==> src/rtl/qos_pkg.sv <==
// qos_pkg: shared FSM state encoding and reset-value constants for the
// qos_router_n slice (qos_fifo and the router top both import this).
package qos_pkg;

    typedef enum logic [2:0] {
        S_RESET  = 3'd0,
        S_INIT   = 3'd1,
        S_IDLE   = 3'd2,
        S_ACTIVE = 3'd3,
        S_ERROR  = 3'd4
    } state_e;

    localparam state_e RST_STATE = S_RESET;
    localparam logic   RST_LO    = 1'b0;
    localparam logic   RST_HI    = 1'b1;

endpackage

==> src/rtl/qos_fifo.sv <==
// qos_fifo: circular FIFO with an occupancy counter, threshold flags and a
// sticky error bit. A pop on empty or a rejected push raises the error; a push
// into a full FIFO is accepted only when PASS_WHEN_FULL is set and a pop
// happens on the same edge.
module qos_fifo
    import qos_pkg::*;
#(
    parameter int W              = 6,
    parameter int DEPTH          = 8,
    parameter int AW             = $clog2(DEPTH) + 1,
    parameter bit PASS_WHEN_FULL = 1'b1
) (
    input  logic          clk,
    input  logic          reset,
    input  logic          i_clr_err,
    input  logic          i_push,
    input  logic [W-1:0]  i_din,
    input  logic          i_pop,
    input  logic [AW-1:0] i_high,
    input  logic [AW-1:0] i_low,
    output logic [W-1:0]  o_head,
    output logic [W-1:0]  o_dout,
    output logic          o_empty,
    output logic          o_full,
    output logic          o_almost_full,
    output logic          o_almost_empty,
    output logic          o_err,
    output logic          o_err_evt
);

    localparam int PW = (DEPTH > 1) ? $clog2(DEPTH) : 1;

    logic [W-1:0]  r_mem [DEPTH];
    logic [PW-1:0] r_wr;
    logic [PW-1:0] r_rd;
    logic [AW-1:0] r_count;
    logic [W-1:0]  r_dout;
    logic          r_err;
    logic          w_pop_ok;
    logic          w_push_ok;

    function automatic logic [PW-1:0] ptr_inc(input logic [PW-1:0] p);
        return (p == PW'(DEPTH - 1)) ? {PW{1'b0}} : p + PW'(1);
    endfunction

    assign o_empty        = (r_count == {AW{1'b0}});
    assign o_full         = (r_count == AW'(DEPTH));
    assign w_pop_ok       = i_pop & ~o_empty;
    assign w_push_ok      = i_push & (~o_full | (PASS_WHEN_FULL & w_pop_ok));
    assign o_err_evt      = (i_pop & o_empty) | (i_push & ~w_push_ok);
    assign o_almost_full  = (r_count >= i_high);
    assign o_almost_empty = (r_count <= i_low);
    assign o_head         = r_mem[r_rd];
    assign o_dout         = r_dout;
    assign o_err          = r_err;

    // Storage write; contents need no reset because occupancy guards reads.
    always_ff @(posedge clk) begin
        if (w_push_ok) begin
            r_mem[r_wr] <= i_din;
        end
    end

    // Pointers, occupancy, registered read data and sticky error.
    always_ff @(posedge clk or posedge reset) begin
        if (reset) begin
            r_wr    <= {PW{1'b0}};
            r_rd    <= {PW{1'b0}};
            r_count <= {AW{1'b0}};
            r_dout  <= {W{1'b0}};
            r_err   <= RST_LO;
        end else begin
            if (w_push_ok) begin
                r_wr <= ptr_inc(r_wr);
            end
            if (w_pop_ok) begin
                r_rd   <= ptr_inc(r_rd);
                r_dout <= r_mem[r_rd];
            end
            case ({w_push_ok, w_pop_ok})
                2'b10:   r_count <= r_count + AW'(1);
                2'b01:   r_count <= r_count - AW'(1);
                default: r_count <= r_count;
            endcase
            if (i_clr_err) begin
                r_err <= RST_LO;
            end else if (o_err_evt) begin
                r_err <= RST_HI;
            end
        end
    end

endmodule

==> src/rtl/qos_router_n.sv <==
// qos_router_n: input FIFO feeding N_DEST output channel FIFOs selected by the
// top DEST_BITS of each word, with in-order head-of-line blocking on the
// latched almost-full threshold. Optional per-channel transfer counters are
// enabled by defining QOS_ROUTER_STATS_EN.
module qos_router_n
    import qos_pkg::*;
#(
    parameter int BW         = 6,
    parameter int DEST_BITS  = 1,
    parameter int DEPTH      = 8,
    parameter int MAIN_DEPTH = 4,
    parameter int AW         = $clog2(DEPTH) + 1,
    localparam int N_DEST    = 2 ** DEST_BITS
) (
    input  logic                 clk,
    input  logic                 reset,
    input  logic                 init,
    input  logic                 main_wr,
    input  logic [BW-1:0]        main_data_in,
    output logic                 main_full,
    input  logic [N_DEST*AW-1:0] umbral_high,
    input  logic [N_DEST*AW-1:0] umbral_low,
    input  logic [N_DEST-1:0]    d_rd,
    output logic [N_DEST*BW-1:0] d_data_out,
    output logic [N_DEST-1:0]    d_empty,
    output logic [N_DEST-1:0]    d_almost_full,
    output logic [N_DEST-1:0]    d_almost_empty,
    output logic [N_DEST:0]      error_full,
    output logic                 error_out,
    output logic                 idle_out,
    output logic                 active_out
`ifdef QOS_ROUTER_STATS_EN
    ,output logic [N_DEST*16-1:0] d_count
`endif
);

    localparam int MAW = $clog2(MAIN_DEPTH) + 1;

    state_e                 r_state;
    state_e                 w_next;
    logic                   r_idle;
    logic                   r_active;
    logic                   r_error;
    logic [N_DEST*AW-1:0]   r_high;
    logic [N_DEST*AW-1:0]   r_low;

    logic [BW-1:0]          w_main_head;
    logic [BW-1:0]          w_main_dout;
    logic                   w_main_empty;
    logic                   w_main_full;
    logic                   w_main_af;
    logic                   w_main_ae;
    logic                   w_main_err;
    logic                   w_main_err_evt;
    logic                   w_main_push;
    logic                   w_run;
    logic                   w_xfer;
    logic                   w_err_evt;
    logic                   w_any;
    logic                   w_enter_init;
    logic [DEST_BITS-1:0]   w_dest;

    logic [N_DEST*BW-1:0]   w_ch_head;
    logic [N_DEST-1:0]      w_ch_empty;
    logic [N_DEST-1:0]      w_ch_full;
    logic [N_DEST-1:0]      w_ch_af;
    logic [N_DEST-1:0]      w_ch_ae;
    logic [N_DEST-1:0]      w_ch_err;
    logic [N_DEST-1:0]      w_ch_err_evt;
    logic [N_DEST-1:0]      w_ch_push;
    logic                   w_unused_bits;

    assign w_run        = (r_state == S_IDLE) || (r_state == S_ACTIVE);
    assign w_main_push  = w_run & main_wr;
    assign w_dest       = w_main_head[BW-1 -: DEST_BITS];
    // A full channel only accepts the head word when it is popped on the same edge.
    assign w_xfer       = w_run & ~w_main_empty & ~w_ch_af[w_dest]
                          & (~w_ch_full[w_dest] | d_rd[w_dest]);
    assign w_err_evt    = w_main_err_evt | (|w_ch_err_evt);
    assign w_any        = ~w_main_empty | ~(&w_ch_empty);
    assign w_enter_init = (w_next == S_INIT) && (r_state != S_INIT);

    qos_fifo #(
        .W(BW), .DEPTH(MAIN_DEPTH), .AW(MAW), .PASS_WHEN_FULL(1'b0)
    ) u_main_fifo (
        .clk            (clk),
        .reset          (reset),
        .i_clr_err      (w_enter_init),
        .i_push         (w_main_push),
        .i_din          (main_data_in),
        .i_pop          (w_xfer),
        .i_high         (MAW'(MAIN_DEPTH)),
        .i_low          ({MAW{1'b0}}),
        .o_head         (w_main_head),
        .o_dout         (w_main_dout),
        .o_empty        (w_main_empty),
        .o_full         (w_main_full),
        .o_almost_full  (w_main_af),
        .o_almost_empty (w_main_ae),
        .o_err          (w_main_err),
        .o_err_evt      (w_main_err_evt)
    );

    for (genvar k = 0; k < N_DEST; k++) begin : g_ch
        assign w_ch_push[k] = w_xfer & (w_dest == DEST_BITS'(k));

        qos_fifo #(
            .W(BW), .DEPTH(DEPTH), .AW(AW), .PASS_WHEN_FULL(1'b1)
        ) u_ch_fifo (
            .clk            (clk),
            .reset          (reset),
            .i_clr_err      (w_enter_init),
            .i_push         (w_ch_push[k]),
            .i_din          (w_main_head),
            .i_pop          (d_rd[k]),
            .i_high         (r_high[k*AW +: AW]),
            .i_low          (r_low[k*AW +: AW]),
            .o_head         (w_ch_head[k*BW +: BW]),
            .o_dout         (d_data_out[k*BW +: BW]),
            .o_empty        (w_ch_empty[k]),
            .o_full         (w_ch_full[k]),
            .o_almost_full  (w_ch_af[k]),
            .o_almost_empty (w_ch_ae[k]),
            .o_err          (w_ch_err[k]),
            .o_err_evt      (w_ch_err_evt[k])
        );
    end

    assign w_unused_bits  = ^{w_main_dout, w_main_af, w_main_ae, w_ch_head};
    assign main_full      = w_main_full;
    assign d_empty        = w_ch_empty;
    assign d_almost_empty = w_ch_ae;
    // Thresholds are zero in RESET, so the raw compare is masked there.
    assign d_almost_full  = w_ch_af & {N_DEST{r_state != S_RESET}};
    assign error_full     = {w_ch_err, w_main_err};
    assign error_out      = r_error;
    assign idle_out       = r_idle;
    assign active_out     = r_active;

    // Next-state selection; an error event outranks an init request.
    always_comb begin
        w_next = r_state;
        case (r_state)
            S_RESET: w_next = S_INIT;
            S_INIT: begin
                if (init) begin
                    w_next = S_INIT;
                end else begin
                    w_next = S_IDLE;
                end
            end
            S_IDLE, S_ACTIVE: begin
                if (w_err_evt) begin
                    w_next = S_ERROR;
                end else if (init) begin
                    w_next = S_INIT;
                end else if (w_any) begin
                    w_next = S_ACTIVE;
                end else begin
                    w_next = S_IDLE;
                end
            end
            S_ERROR: begin
                if (init) begin
                    w_next = S_INIT;
                end else begin
                    w_next = S_ERROR;
                end
            end
            default: w_next = S_RESET;
        endcase
    end

    // State register with registered state-decode outputs.
    always_ff @(posedge clk or posedge reset) begin
        if (reset) begin
            r_state  <= RST_STATE;
            r_idle   <= RST_LO;
            r_active <= RST_LO;
            r_error  <= RST_LO;
        end else begin
            r_state  <= w_next;
            r_idle   <= (w_next == S_IDLE);
            r_active <= (w_next == S_ACTIVE);
            r_error  <= (w_next == S_ERROR);
        end
    end

    // Threshold copies follow the inputs on every INIT cycle.
    always_ff @(posedge clk or posedge reset) begin
        if (reset) begin
            r_high <= {(N_DEST*AW){1'b0}};
            r_low  <= {(N_DEST*AW){1'b0}};
        end else if (r_state == S_INIT) begin
            r_high <= umbral_high;
            r_low  <= umbral_low;
        end
    end

`ifdef QOS_ROUTER_STATS_EN
    logic [15:0] r_cnt [N_DEST];

    for (genvar k = 0; k < N_DEST; k++) begin : g_cnt
        assign d_count[k*16 +: 16] = r_cnt[k];

        // Per-channel transfer counter, wrapping at 2**16.
        always_ff @(posedge clk or posedge reset) begin
            if (reset) begin
                r_cnt[k] <= 16'd0;
            end else if (w_enter_init) begin
                r_cnt[k] <= 16'd0;
            end else if (w_ch_push[k]) begin
                r_cnt[k] <= r_cnt[k] + 16'd1;
            end
        end
    end
`endif

endmodule

==> config.mk <==
export PLATFORM = sky130hd
export DESIGN_NAME = qos_router_n
export DESIGN_NICKNAME = d
export VERILOG_FILES = /design/src/rtl/qos_pkg.sv /design/src/rtl/qos_fifo.sv /design/src/rtl/qos_router_n.sv
export SDC_FILE = /design/constraint.sdc
export NUM_CORES = 1
export LEC_CHECK = 0
export ABC_CLOCK_PERIOD_IN_PS = 7200
export BUFFER_PORTS_ARGS = -buffer_cell sky130_fd_sc_hd__buf_2
export CORE_MARGIN = 3
export CORE_UTILIZATION = 45
export DETAILED_ROUTE_END_ITERATION = 8
export PLACE_DENSITY = 0.61
export SLEW_MARGIN = 20
export SYNTH_ARGS = -nofsm -noshare
export SYNTH_HDL_FRONTEND = slang
export SYNTH_SLANG_ARGS = --single-unit
==> constraint.sdc <==
create_clock -name clk -period 7.2 [get_ports clk]
set_clock_uncertainty 0.1 [all_clocks]
set_input_delay 0.36 -clock clk [delete_from_list [all_inputs] [get_ports clk]]
set_output_delay 0.36 -clock clk [all_outputs]
set_load 0.005 [all_outputs]
==> results of run 1 <==
## cells by family (layout without fill, tap and decap cells)
| group | Yosys count | count (layout) |
|---|---|---|
| AOI/OAI and AO/OA | 72 | 72 |
| xor gates and xnor gates | 11 | 11 |
| adders and majority gates | 40 | 40 |
| buffers and inverters | 56 | 119 |
| DFF | 184 | 184 |
| muxes | 52 | 52 |
| and+or+nand+nor | 110 | 110 |
## critical path, cell delays in order, from the launching register on
cell       delay, ns
dfrtp_1         0.59
mux4_2          0.77
a2111oi_4       0.28
o211ai_2        0.33
ha_1            0.37
ha_1            0.28
a21o_1          0.18
a21oi_1         0.20
xnor2_1         0.14
nor2_1          0.07
xor2_1          0.14
## per-stage QoR
stage / hold WS (ns) / setup slack, ns
finish: 0.0366 / 3.63
global route: 0.0336 / 3.46
CTS: 0.0215 / 3.62
detailed placement: 0.369 / 3.64
global placement: 0.358 / 3.77
floorplan: 0.323 / 4.21
## per-layer routing
metal | share of wire | global-route usage
met5 | 0 | 0
met4 | 0.0072 | 0.0490
met3 | 0.051 | 0.0509
met2 | 0.48 | 0.249
met1 | 0.47 | 0.219
## worst min-delay path by stage
stage | start | endpoint | depth (start not counted)
3_3_place_gp | g_ch[0].u_ch_fifo.o_dout[0] | g_ch[0].u_ch_fifo.o_dout[0] | 2
4_1_cts | umbral_high[2] | r_high[2] | 3
6_report | umbral_high[2] | r_high[2] | 3
2_1_floorplan | init | idle_out | 1
5_1_grt | main_data_in[3] | u_main_fifo.r_mem[1][3] | 1
3_5_place_dp | g_ch[0].u_ch_fifo.o_dout[1] | g_ch[0].u_ch_fifo.o_dout[1] | 2
## cell usage in the layout (no fill, tap or decap), types with 11 or more instances in the layout
| cell type | Yosys | final |
|---|---|---|
| o21ai_0 | 38 | 38 |
| mux2i_1 | 13 | 13 |
| ha_1 | 36 | 36 |
| clkbuf_16 | 0 | 17 |
| inv_1 | 33 | 32 |
| mux4_2 | 25 | 25 |
| nand2_1 | 50 | 50 |
| a21oi_1 | 11 | 11 |
| dfrtp_1 | 64 | 64 |
| buf_2 | 2 | 52 |
| edfxtp_1 | 120 | 120 |
## registers in the layout, summed over array words and instances, names as in the netlist
register                flops
u_main_fifo.r_wr            2
g_ch.u_ch_fifo.r_mem       96
g_ch.u_ch_fifo.o_dout      12
error_out                   1
idle_out                    1
g_ch.u_ch_fifo.o_err        2
r_high                      8
g_ch.u_ch_fifo.r_wr         6
u_main_fifo.o_err           1
u_main_fifo.r_count         3
r_low                       8
active_out                  1
g_ch.u_ch_fifo.r_rd         6
r_state                     3
u_main_fifo.r_mem          24
g_ch.u_ch_fifo.r_count      8
u_main_fifo.r_rd            2
## cell type report
| cell class | count | share of cell area |
|---|---|---|
| well taps | 225 | 0.0309 |
| clock inverters | 14 | 0.0202 |
| clock buffers | 18 | 0.0471 |
| repair buffers | 54 | 0.0302 |
| multi-input cells | 285 | 0.287 |
| inverters | 33 | 0.0136 |
| flip-flops and latches | 184 | 0.571 |
## synth_stat cells, types with 9 or more instances
| library cell | instances | area [µm²] |
|---|---|---|
| a21oi_1 | 11 | 55.1 |
| clkbuf_1 | 9 | 33.8 |
| dfrtp_1 | 64 | 1600 |
| edfxtp_1 | 120 | 3600 |
| ha_1 | 36 | 450 |
| inv_1 | 33 | 124 |
| mux2i_1 | 13 | 130 |
| mux4_2 | 25 | 563 |
| nand2_1 | 50 | 188 |
| nor2_1 | 10 | 37.5 |
| nor3_1 | 10 | 50.1 |
| o21ai_0 | 38 | 190 |
## report_power, final
| group | total, µW | switching, µW | internal, µW |
|---|---|---|---|
| registers | 1680 | 252 | 1430 |
| logic | 1240 | 655 | 584 |
| clock network | 957 | 402 | 555 |
| total | 3880 | 1310 | 2570 |
==> results by group, run 1 <==
Routing
  • Vias per cell: 5.25
  • Antenna-violating nets left: 0
  • 1st-iter DRT viols: 300
  • DRT Pass-1 Iters: 4
  • Via count: 4,271
  • Drt wl/cell: 18.0 µm
  • Total Routed Length: 14,600 µm
  • Remaining DRCs: 0

STA
  • Final Hold Viols: 0
  • Unrepaired setup endpoints after global routing: no
  • Crit path time final: 3.57 ns
  • Final worst-path cycle share: 0.496
  • Slew Limit Fails: 0
  • Slew Limit Headroom: 0.350
  • Final setup viols: 0
  • Max Clock Freq: 280 MHz
  • Setup TNS after final layout: 0 ns
  • Slew @ Worst Pin: 0.968 ns

Global routing
  • GRT Residual Overflow: 0
  • GRT Overall Usage: 0.160
  • Vias in the first global route: 4,478
  • Global-route wire length before repair: 24,200 µm
  • Initial antenna violation count: 0
  • Largest net degree at the start of global routing: 65

Cells and area
  • Share of cells above drive strength 1: 0.226
  • Fin util: 0.523
  • Antenna cells: 0
  • Area Overhead vs Synth: 13.1%
  • FF+latch area: 0.00520 mm²
  • Cell area after layout: 0.00911 mm²
  • Final cell count without fillers: 813
  • Multi-input gate area: 0.00261 mm²
  • Fillers: 1,425
  • Fin nets: 642

Die
  • I/O Pins: 53
  • Die Span X: 140 µm
  • Die ar.: 0.0196 mm²
  • Starting Density: 0.463
  • Die height: 140 µm
  • Std cell rows: 48
  • Core region area: 0.0174 mm²

Clock tree
  • Clock transition at the registers of the reported paths: 0.07 ns
  • CTS tree: done
  • Post CTS Setup Buffer Count: 0
  • Hold buffer count at cts: 0
  • Root buf cell: clkbuf_16
  • Num CTS Buffers: 17
  • Clock Latency Late Sink: 0.42 ns
  • Clock Tree Buf Depth: 2
  • Post-CTS sizing: 0
  • TritonCTS Sinks: 184
  • CTS H-tree lvls: 4

Setup path
  • Startpoint Class: flip-flop
  • CP required: 7.41 ns
  • Setup CP Type: flip-flop to flip-flop
  • RR Startpoint: u_main_fifo.r_rd[0]
  • Worst path arrival time: 3.78 ns
  • Worst reg2reg setup slack: 3.63 ns
  • Setup crit start: u_main_fifo.r_rd[0]
  • Reg2reg path depth: 10
  • Setup crit end: g_ch[0].u_ch_fifo.r_count[3]
  • FF-to-FF End: g_ch[0].u_ch_fifo.r_count[3]
  • Worst-path fanout max: 18
  • Critical path endpoint category: flip-flop

Logic synthesis
  • Fraction of the mapped netlist area in adder cells: 0.0646
  • Synthesized flop and latch total: 184
  • Async S/R FF share, synth: 0.348
  • Post-synthesis sequential area ratio: 0.646
  • Mux contribution to synthesized area: 0.115
  • Main combinational cell family by area after synthesis: multiplexers
  • Synth Instances: 525
  • Post-synthesis instance area: 0.00806 mm²
  • XOR/XNOR Fraction of Synth Area: 0.0120
  • Synth Area in Compound Gates: 0.0593
  • Syn nets: 592
  • Count of cell types in the netlist: 52
  • Yosys Warn Count: 0
  • Most used DFF post-synth: edfxtp_1
  • Post-synthesis simple-gate area fraction: 0.0713
  • Mapped Avg Cell Area: 15.4 µm²
  • Post-synth EDFFs: 120

Run
  • Max-cap viol count: 0

Power
  • PD cells: 425 mW/mm²
  • Leakage Power: 0.00361 µW
  • Peak VDD IR: 0.208 mV
  • Power Total: 3880 µW

Placement
  • Placed insts: 781
  • Port Buffers: 52
  • Placer Congestion: 0.837
  • DPL Wire Length: 10,200 µm
  • DP Area: 0.00848 mm²

Status
  • Outcome: finished clean

Hold path
  • Worst Hold Class: primary input to flip-flop
(Power assumes the default switching activity.)
==> run 2, diff against run 1 <==
--- a/config.mk
+++ b/config.mk
@@ -5,7 +5,7 @@
 export SDC_FILE = /design/constraint.sdc
 export NUM_CORES = 1
 export LEC_CHECK = 0
-export ABC_CLOCK_PERIOD_IN_PS = 7200
+export ABC_CLOCK_PERIOD_IN_PS = 3700
 export BUFFER_PORTS_ARGS = -buffer_cell sky130_fd_sc_hd__buf_2
 export CORE_MARGIN = 3
 export CORE_UTILIZATION = 45
==> constraint.sdc (replaced) <==
create_clock -name clk -period 3.7 [get_ports clk]
set_clock_uncertainty 0.1 [all_clocks]
set_input_delay 0.185 -clock clk [delete_from_list [all_inputs] [get_ports clk]]
set_output_delay 0.185 -clock clk [all_outputs]
set_load 0.005 [all_outputs]
==> run 2 against run 1 <==
  * Final cell count up 4.7%
  * Global-route usage grew 0.37 points
  * Clock power increased by 86%
  * Routed wire length grew 3.9%
  * Cell area grew 3.3%
  * Via count is 5.2% higher
  * Critical endpoint unchanged
  * Critical path type unchanged
  * Combinational power grew 98%
==> results by group, run 2 (same netlist as run 1, synthesis figures left out) <==
STA
  • Crit path time final: 3.26 ns (-0.306 ns)
  • Fin worst setup slack: 0.438 ns (-3.19 ns)
  • Slew Limit Headroom: 0.433 (+0.0838)
  • Unrepaired setup endpoints after global routing: no
  • Slew Limit Fails: 0 (unchanged)
  • Final worst-path cycle share: 0.882 (+0.386)
  • Slew @ Worst Pin: 0.850 ns (-0.118 ns)
  • Setup TNS after final layout: 0 ns (unchanged)
  • Max Clock Freq: 307 MHz (+9.4%)
  • Final setup viols: 0 (unchanged)
  • Final Hold Viols: 0 (unchanged)

Setup path
  • Critical path endpoint category: flip-flop
  • Startpoint Class: flip-flop
  • CP required: 3.91 ns (-3.50 ns)
  • Worst-path fanout max: 18 (unchanged)
  • RR Startpoint: u_main_fifo.r_rd[0]
  • Reg2reg path depth: 10 (unchanged)
  • Worst reg2reg setup slack: 0.44 ns (-3.19 ns)
  • Worst path arrival time: 3.47 ns (-0.31 ns)
  • Setup CP Type: flip-flop to flip-flop
  • FF-to-FF End: g_ch[0].u_ch_fifo.r_count[3]

Hold path
  • Hold depth: 3 (unchanged)
  • Hold path start: main_wr
  • Worst Hold Class: primary input to flip-flop
  • WHS Endpoint: u_main_fifo.o_err

Status
  • Outcome: finished clean

Cells and area
  • Fin nets: 680 (+5.9%)
  • Multi-input gate area: 0.00260 mm² (-0.57%)
  • Fillers: 1,443 (+1.3%)
  • Area Overhead vs Synth: 16.8%
  • FF+latch area: 0.00520 mm² (unchanged)
  • Share of cells above drive strength 1: 0.228 (+0.00224)
  • Antenna cells: 0 (unchanged)
  • Most common cell after layout, fill and taps aside: edfxtp_1
  • Flip-flop count of the largest register after layout: 96 (unchanged)
  • Most frequent cells in the layout: edfxtp_1, dfrtp_1, buf_2, nand2_1, o21ai_0
  • Fin util: 0.540 (+0.0172)
  • Largest register by flop count: g_ch.u_ch_fifo.r_mem

Global routing
  • Vias in the first global route: 4,655 (+4.0%)
  • GRT Overall Usage: 0.164 (+0.00374)
  • GRT Residual Overflow: 0 (unchanged)
  • Initial antenna violation count: 0 (unchanged)
  • Global-route wire length before repair: 24,600 µm (+1.3%)
  • Largest net degree at the start of global routing: 37 (-43%)

Placement
  • Placer Congestion: 0.833 (-0.49%)
  • DPL Wire Length: 10,400 µm (+2.7%)
  • Dpl ws: 0.440 ns (-3.20 ns)
  • Port Buffers: 52 (unchanged)

Routing
  • Via count: 4,494 (+5.2%)
  • Vias per cell: 5.28 (+0.52%)
  • Drt wl/cell: 17.8 µm (-0.77%)
  • Antenna-violating nets left: 0 (unchanged)
  • 1st-iter DRT viols: 210 (-30%)
  • Remaining DRCs: 0 (unchanged)
  • Total Routed Length: 15,200 µm (+3.9%)
  • DRT Pass-1 Iters: 4 (unchanged)

Die
  • Starting Density: 0.463 (unchanged)
  • Die Span X: 140 µm (unchanged)
  • I/O Pins: 53 (unchanged)
  • Std cell rows: 48 (unchanged)
  • Core region area: 0.0174 mm² (unchanged)
  • Die height: 140 µm (unchanged)
  • Die ar.: 0.0196 mm² (unchanged)

Clock tree
  • Num CTS Buffers: 17 (unchanged)
  • Post CTS Setup Buffer Count: 0 (unchanged)
  • Clock transition at the registers of the reported paths: 0.07 ns (about the same)
  • CTS H-tree lvls: 4 (unchanged)
  • Post-CTS sizing: 0 (unchanged)
  • Clock Latency Late Sink: 0.43 ns (about the same)
  • Root buf cell: clkbuf_16
  • Clock Tree Buf Depth: 2 (unchanged)
  • TritonCTS Sinks: 184 (unchanged)
  • CTS tree: done

Power
  • PD cells: 797 mW/mm² (+87%)
  • Peak VDD IR: 0.430 mV (+110%)
  • Leakage Power: 0.00378 µW (+4.6%)

Run
  • Max-cap viol count: 0 (unchanged)
==> run 2: changes by cell type in the layout (fill, tap and decap cells not counted), moves of 2 or more <==
cell           before  now
buf_4               2   16
clkinv_2            1    3
clkinvlp_4          3    1
dlygate4sd3_1       0   24
inv_8               2    0
nor3b_1             5    8
nor3b_2             3    0
==> run 2: layout make-up <==
cell class              instances  area share
flip-flops and latches        184       0.553
multi-input cells             285       0.276
repair buffers                 92      0.0659
clock buffers                  19      0.0471
well taps                     225      0.0299
clock inverters                13      0.0148
inverters                      33      0.0132
==> run 2: worst max-delay path by stage <==
| stage | start | endpoint | slack (ns) | depth (start not counted) |
|---|---|---|---|---|
| 2_1_floorplan | u_main_fifo.r_rd[0] | g_ch[0].u_ch_fifo.r_count[3] | 0.71 | 12 |
| 3_3_place_gp | u_main_fifo.r_rd[0] | g_ch[0].u_ch_fifo.r_count[3] | 0.51 | 10 |
| 3_5_place_dp | u_main_fifo.r_rd[0] | g_ch[0].u_ch_fifo.r_count[3] | 0.44 | 10 |
| 4_1_cts | u_main_fifo.r_rd[0] | g_ch[0].u_ch_fifo.r_count[3] | 0.43 | 10 |
| 5_1_grt | u_main_fifo.r_rd[0] | g_ch[0].u_ch_fifo.r_count[3] | 0.24 | 10 |
| 6_report | u_main_fifo.r_rd[0] | g_ch[0].u_ch_fifo.r_count[3] | 0.44 | 10 |
==> run 2: metrics by stage <==
stage                     power, µW  hold slack [ns]  area (µm²)  std cells
after floorplan                5070            0.148        8060        525
after global placement         5660            0.290        8590        795
after detailed placement       5800            0.292        8590        795
after CTS                      7610           0.0251        9410        851
after global routing           8070           0.0565        9410        851
final                          7500           0.0515        9410        851
==> run 2: repair_timing <==
action,in CTS,in global routing
hold buffers,24,0
endpoints found under the hold margin,78,0
setup endpoints to repair,0,0
==> run 2: power breakdown <==
group	total [µW]	internal (µW)	switching, µW	leakage, µW
Combinational	2460	1170	1290	0.00162
Sequential	3260	2780	483	0.00187
Clock	1780	1020	764	0.000286
==> run 2: critical path: stages (launching register included) <==
cell,delay (ns)
dfrtp_1,0.59
mux4_2,0.75
a2111oi_4,0.25
o211ai_2,0.17
ha_1,0.28
ha_1,0.30
a21o_1,0.18
a21oi_1,0.17
xnor2_1,0.14
nor2_1,0.07
xor2_1,0.14
==> run 2: per-layer routing <==
| metal | routed length (µm) | global-route usage | vias up |
|---|---|---|---|
| li1 | - | - | 2132 |
| met1 | 6800 | 0.217 | 2262 |
| met2 | 7490 | 0.263 | 87 |
| met3 | 696 | 0.0474 | 13 |
| met4 | 173 | 0.0556 | 0 |
| met5 | 0 | 0 | - |
==> run 3, diff against run 2 <==
--- a/config.mk
+++ b/config.mk
@@ -14,4 +14,5 @@
 export SLEW_MARGIN = 20
 export SYNTH_ARGS = -nofsm -noshare
 export SYNTH_HDL_FRONTEND = slang
+export SYNTH_HIERARCHICAL = 1
 export SYNTH_SLANG_ARGS = --single-unit
==> run 3 against run 2 <==
  * Clock power rose by 6%
  * Total power rose by 9.5%
  * Synthesized cell count increased by 8.8%
  * Highest routed layer unchanged
==> results by group, run 3 <==
Die
  • Std cell rows: 49 (+2.1%)
  • Die height: 143 µm (+2.6%)
  • Die Span X: 143 µm (+2.6%)
  • Die ar.: 0.0206 mm² (+5.2%)
  • Core region area: 0.0183 mm² (+4.9%)
  • Starting Density: 0.465 (+0.00256)
  • I/O Pins: 53 (unchanged)

Power
  • Sw Share: 0.342 (+0.00440)
  • Peak VDD IR: 0.514 mV (+19%)
  • Sw power: 2810 µW (+11%)
  • Power share of the clock group: 0.229 (-0.008)
  • Power share of the sequential group: 0.398 (-0.037)
  • Comb pwr share: 0.373 (+0.045)
  • PD cells: 832 mW/mm² (+4.4%)
  • Pint: 5400 µW (+8.7%)
  • Power Total: 8210 µW (+9.5%)
  • Leakage Power: 0.00397 µW (+5.2%)

Routing
  • Total Routed Length: 15,800 µm (+4.2%)
  • Highest routed layer: met4
  • WL met1: 7210 µm (+6.0%)
  • Via count: 4,852 (+8.0%)
  • Vias per cell: 5.34 (+1.1%)
  • Met3 WL post-DR: 473 µm (-32%)
  • 1st-iter DRT viols: 422 (+100%)
  • Drt wl/cell: 17.4 µm (-2.4%)
  • Remaining DRCs: 0 (unchanged)
  • Met2 WL: 7900 µm (+5.5%)
  • DRT Pass-1 Iters: 4 (unchanged)
  • Antenna-violating nets left: 0 (unchanged)

STA
  • Slew Limit Fails: 0 (unchanged)
  • Crit path time final: 3.38 ns (+0.123 ns)
  • Final setup viols: 0 (unchanged)
  • Fin worst setup slack: 0.315 ns (-0.123 ns)
  • Setup TNS after final layout: 0 ns (unchanged)
  • Slew Limit Headroom: 0.405 (-0.0281)
  • Max Clock Freq: 295 MHz (-3.6%)
  • Final Hold Viols: 0 (unchanged)
  • Unrepaired setup endpoints after global routing: no
  • Final worst-path cycle share: 0.915 (+0.0332)
  • Slew @ Worst Pin: 0.892 ns (+0.0422 ns)

Clock tree
  • Root buf cell: clkbuf_16
  • CTS tree: done
  • Clock Tree Buf Depth: 2 (unchanged)
  • Post CTS Setup Buffer Count: 0 (unchanged)
  • Clock transition at the registers of the reported paths: 0.07 ns (about the same)
  • Num CTS Buffers: 17 (unchanged)
  • Clock Latency Late Sink: 0.43 ns (about the same)
  • TritonCTS Sinks: 184 (unchanged)
  • CTS H-tree lvls: 4 (unchanged)

Cells and area
  • Largest register by flop count: g_ch.u_ch_fifo/r_mem
  • Flip-flop count of the largest register after layout: 96 (unchanged)
  • Final cell count without fillers: 909 (+6.8%)
  • Share of cells above drive strength 1: 0.281 (+0.0524)
  • Area Overhead vs Synth: 16.1%
  • Most frequent cells in the layout: edfxtp_1, dfrtp_1, buf_2, mux2_2, ha_1
  • Antenna cells: 0 (unchanged)
  • Fin nets: 732 (+7.6%)
  • Most common cell after layout, fill and taps aside: edfxtp_1

Setup path
  • Startpoint Class: flip-flop
  • Worst-path fanout max: 4 (-14)
  • Setup crit start: g_ch[0].u_ch_fifo/r_count[0]
  • RR Startpoint: g_ch[0].u_ch_fifo/r_count[0]
  • Critical path endpoint category: flip-flop
  • CP required: 3.88 ns (-0.03 ns)
  • Worst path arrival time: 3.56 ns (+0.09 ns)
  • Setup CP Type: flip-flop to flip-flop
  • Reg2reg path depth: 16 (+6)
  • Setup crit end: g_ch[0].u_ch_fifo/r_count[3]
  • Worst reg2reg setup slack: 0.32 ns (-0.12 ns)
  • FF-to-FF End: g_ch[0].u_ch_fifo/r_count[3]

Logic synthesis
  • Post-synthesis instance area: 0.00850 mm² (+5.5%)
  • Yosys Warn Count: 6 (+6)
  • Syn nets: 636 (+7.4%)
  • Mapped Avg Cell Area: 14.9 µm² (-3.0%)
  • Synth Instances: 571 (+8.8%)

Global routing
  • Initial antenna violation count: 0 (unchanged)
  • GRT Residual Overflow: 0 (unchanged)
  • GRT Overall Usage: 0.162 (-0.00175)
  • Vias in the first global route: 5,070 (+8.9%)
  • Global-route wire length before repair: 25,900 µm (+5.3%)
  • Largest net degree at the start of global routing: 23 (-38%)

Placement
  • Placer Congestion: 0.828 (-0.62%)
  • Dpl ws: 0.172 ns (-0.268 ns)
  • DPL Wire Length: 11,000 µm (+5.1%)
  • Placed insts: 853 (+7.3%)
  • Port Buffers: 52 (unchanged)

Status
  • Outcome: finished clean

Hold path
  • Worst Hold Class: primary input to flip-flop

Run
  • Max-cap viol count: 0 (unchanged)
## run 3: worst min-delay path by stage
stage | slack (ns) | from | depth (start not counted) | end
after global routing | 0.21 | d_rd[1] | 3 | g_ch[1].u_ch_fifo/r_rd[0]
after CTS | 0.15 | d_rd[0] | 5 | g_ch[0].u_ch_fifo/o_err
after floorplan | -0.1 | reset | 1 | u_main_fifo/o_err
final | 0.17 | d_rd[0] | 5 | g_ch[0].u_ch_fifo/o_err
after global placement | 0.09 | reset | 2 | u_main_fifo/o_err
after detailed placement | 0.1 | reset | 2 | u_main_fifo/o_err
## run 3: cell type report
type / count / area [µm²]
clock inverters: 15 / 189
repair buffers: 96 / 651
multi-input cells: 334 / 2980
inverters: 34 / 128
fillers: 1493 / 8400
flip-flops and latches: 184 / 5200
well taps: 229 / 287
clock buffers: 17 / 425
## run 3: stage by stage
step	hold slack [ns]	area [µm²]	util
after floorplan	-0.0993	8500	-
after global placement	0.0920	9000	0.493
after detailed placement	0.0957	9000	0.493
after CTS	0.151	9860	0.540
after global routing	0.206	9870	0.540
final	0.172	9870	0.540
## run 3: layer usage
metal | vias to the layer above | global-route usage
met5 | - | 0
met4 | 0 | 0.0575
met3 | 16 | 0.0366
met2 | 86 | 0.270
met1 | 2422 | 0.211
li1 | 2328 | -
## run 3: timing repair
action / 4_1_cts / 5_1_grt
hold buffers: 24 / 0
hold endpoints to repair: 107 / 0
gates resized for setup: 0 / 4
setup endpoints to repair: 0 / 2
## run 3: critical path, stage by stage, from the launching register on
cell and delay, ns:
dfrtp_1 0.41, inv_2 0.12, ha_1 0.24, nand2b_1 0.14, a21o_1 0.17, a21o_1 0.17, a21o_1 0.19, a211oi_2 0.21
and2_1 0.16, nand2b_1 0.14, or2_2 0.14, inv_1 0.06, ha_1 0.32, a21oi_1 0.20, nand2_1 0.13, mux2i_1 0.17
o311ai_0 0.16
## run 3: power by group through the flow
| stage | clock (µW) | combinational (µW) | sequential, µW |
|---|---|---|---|
| after floorplan | 0 | 2500 | 3090 |
| after global placement | 0 | 2930 | 3280 |
| after detailed placement | 0 | 3050 | 3310 |
| after CTS | 1920 | 3090 | 3270 |
| after global routing | 2010 | 3420 | 3340 |
| final | 1880 | 3060 | 3270 |
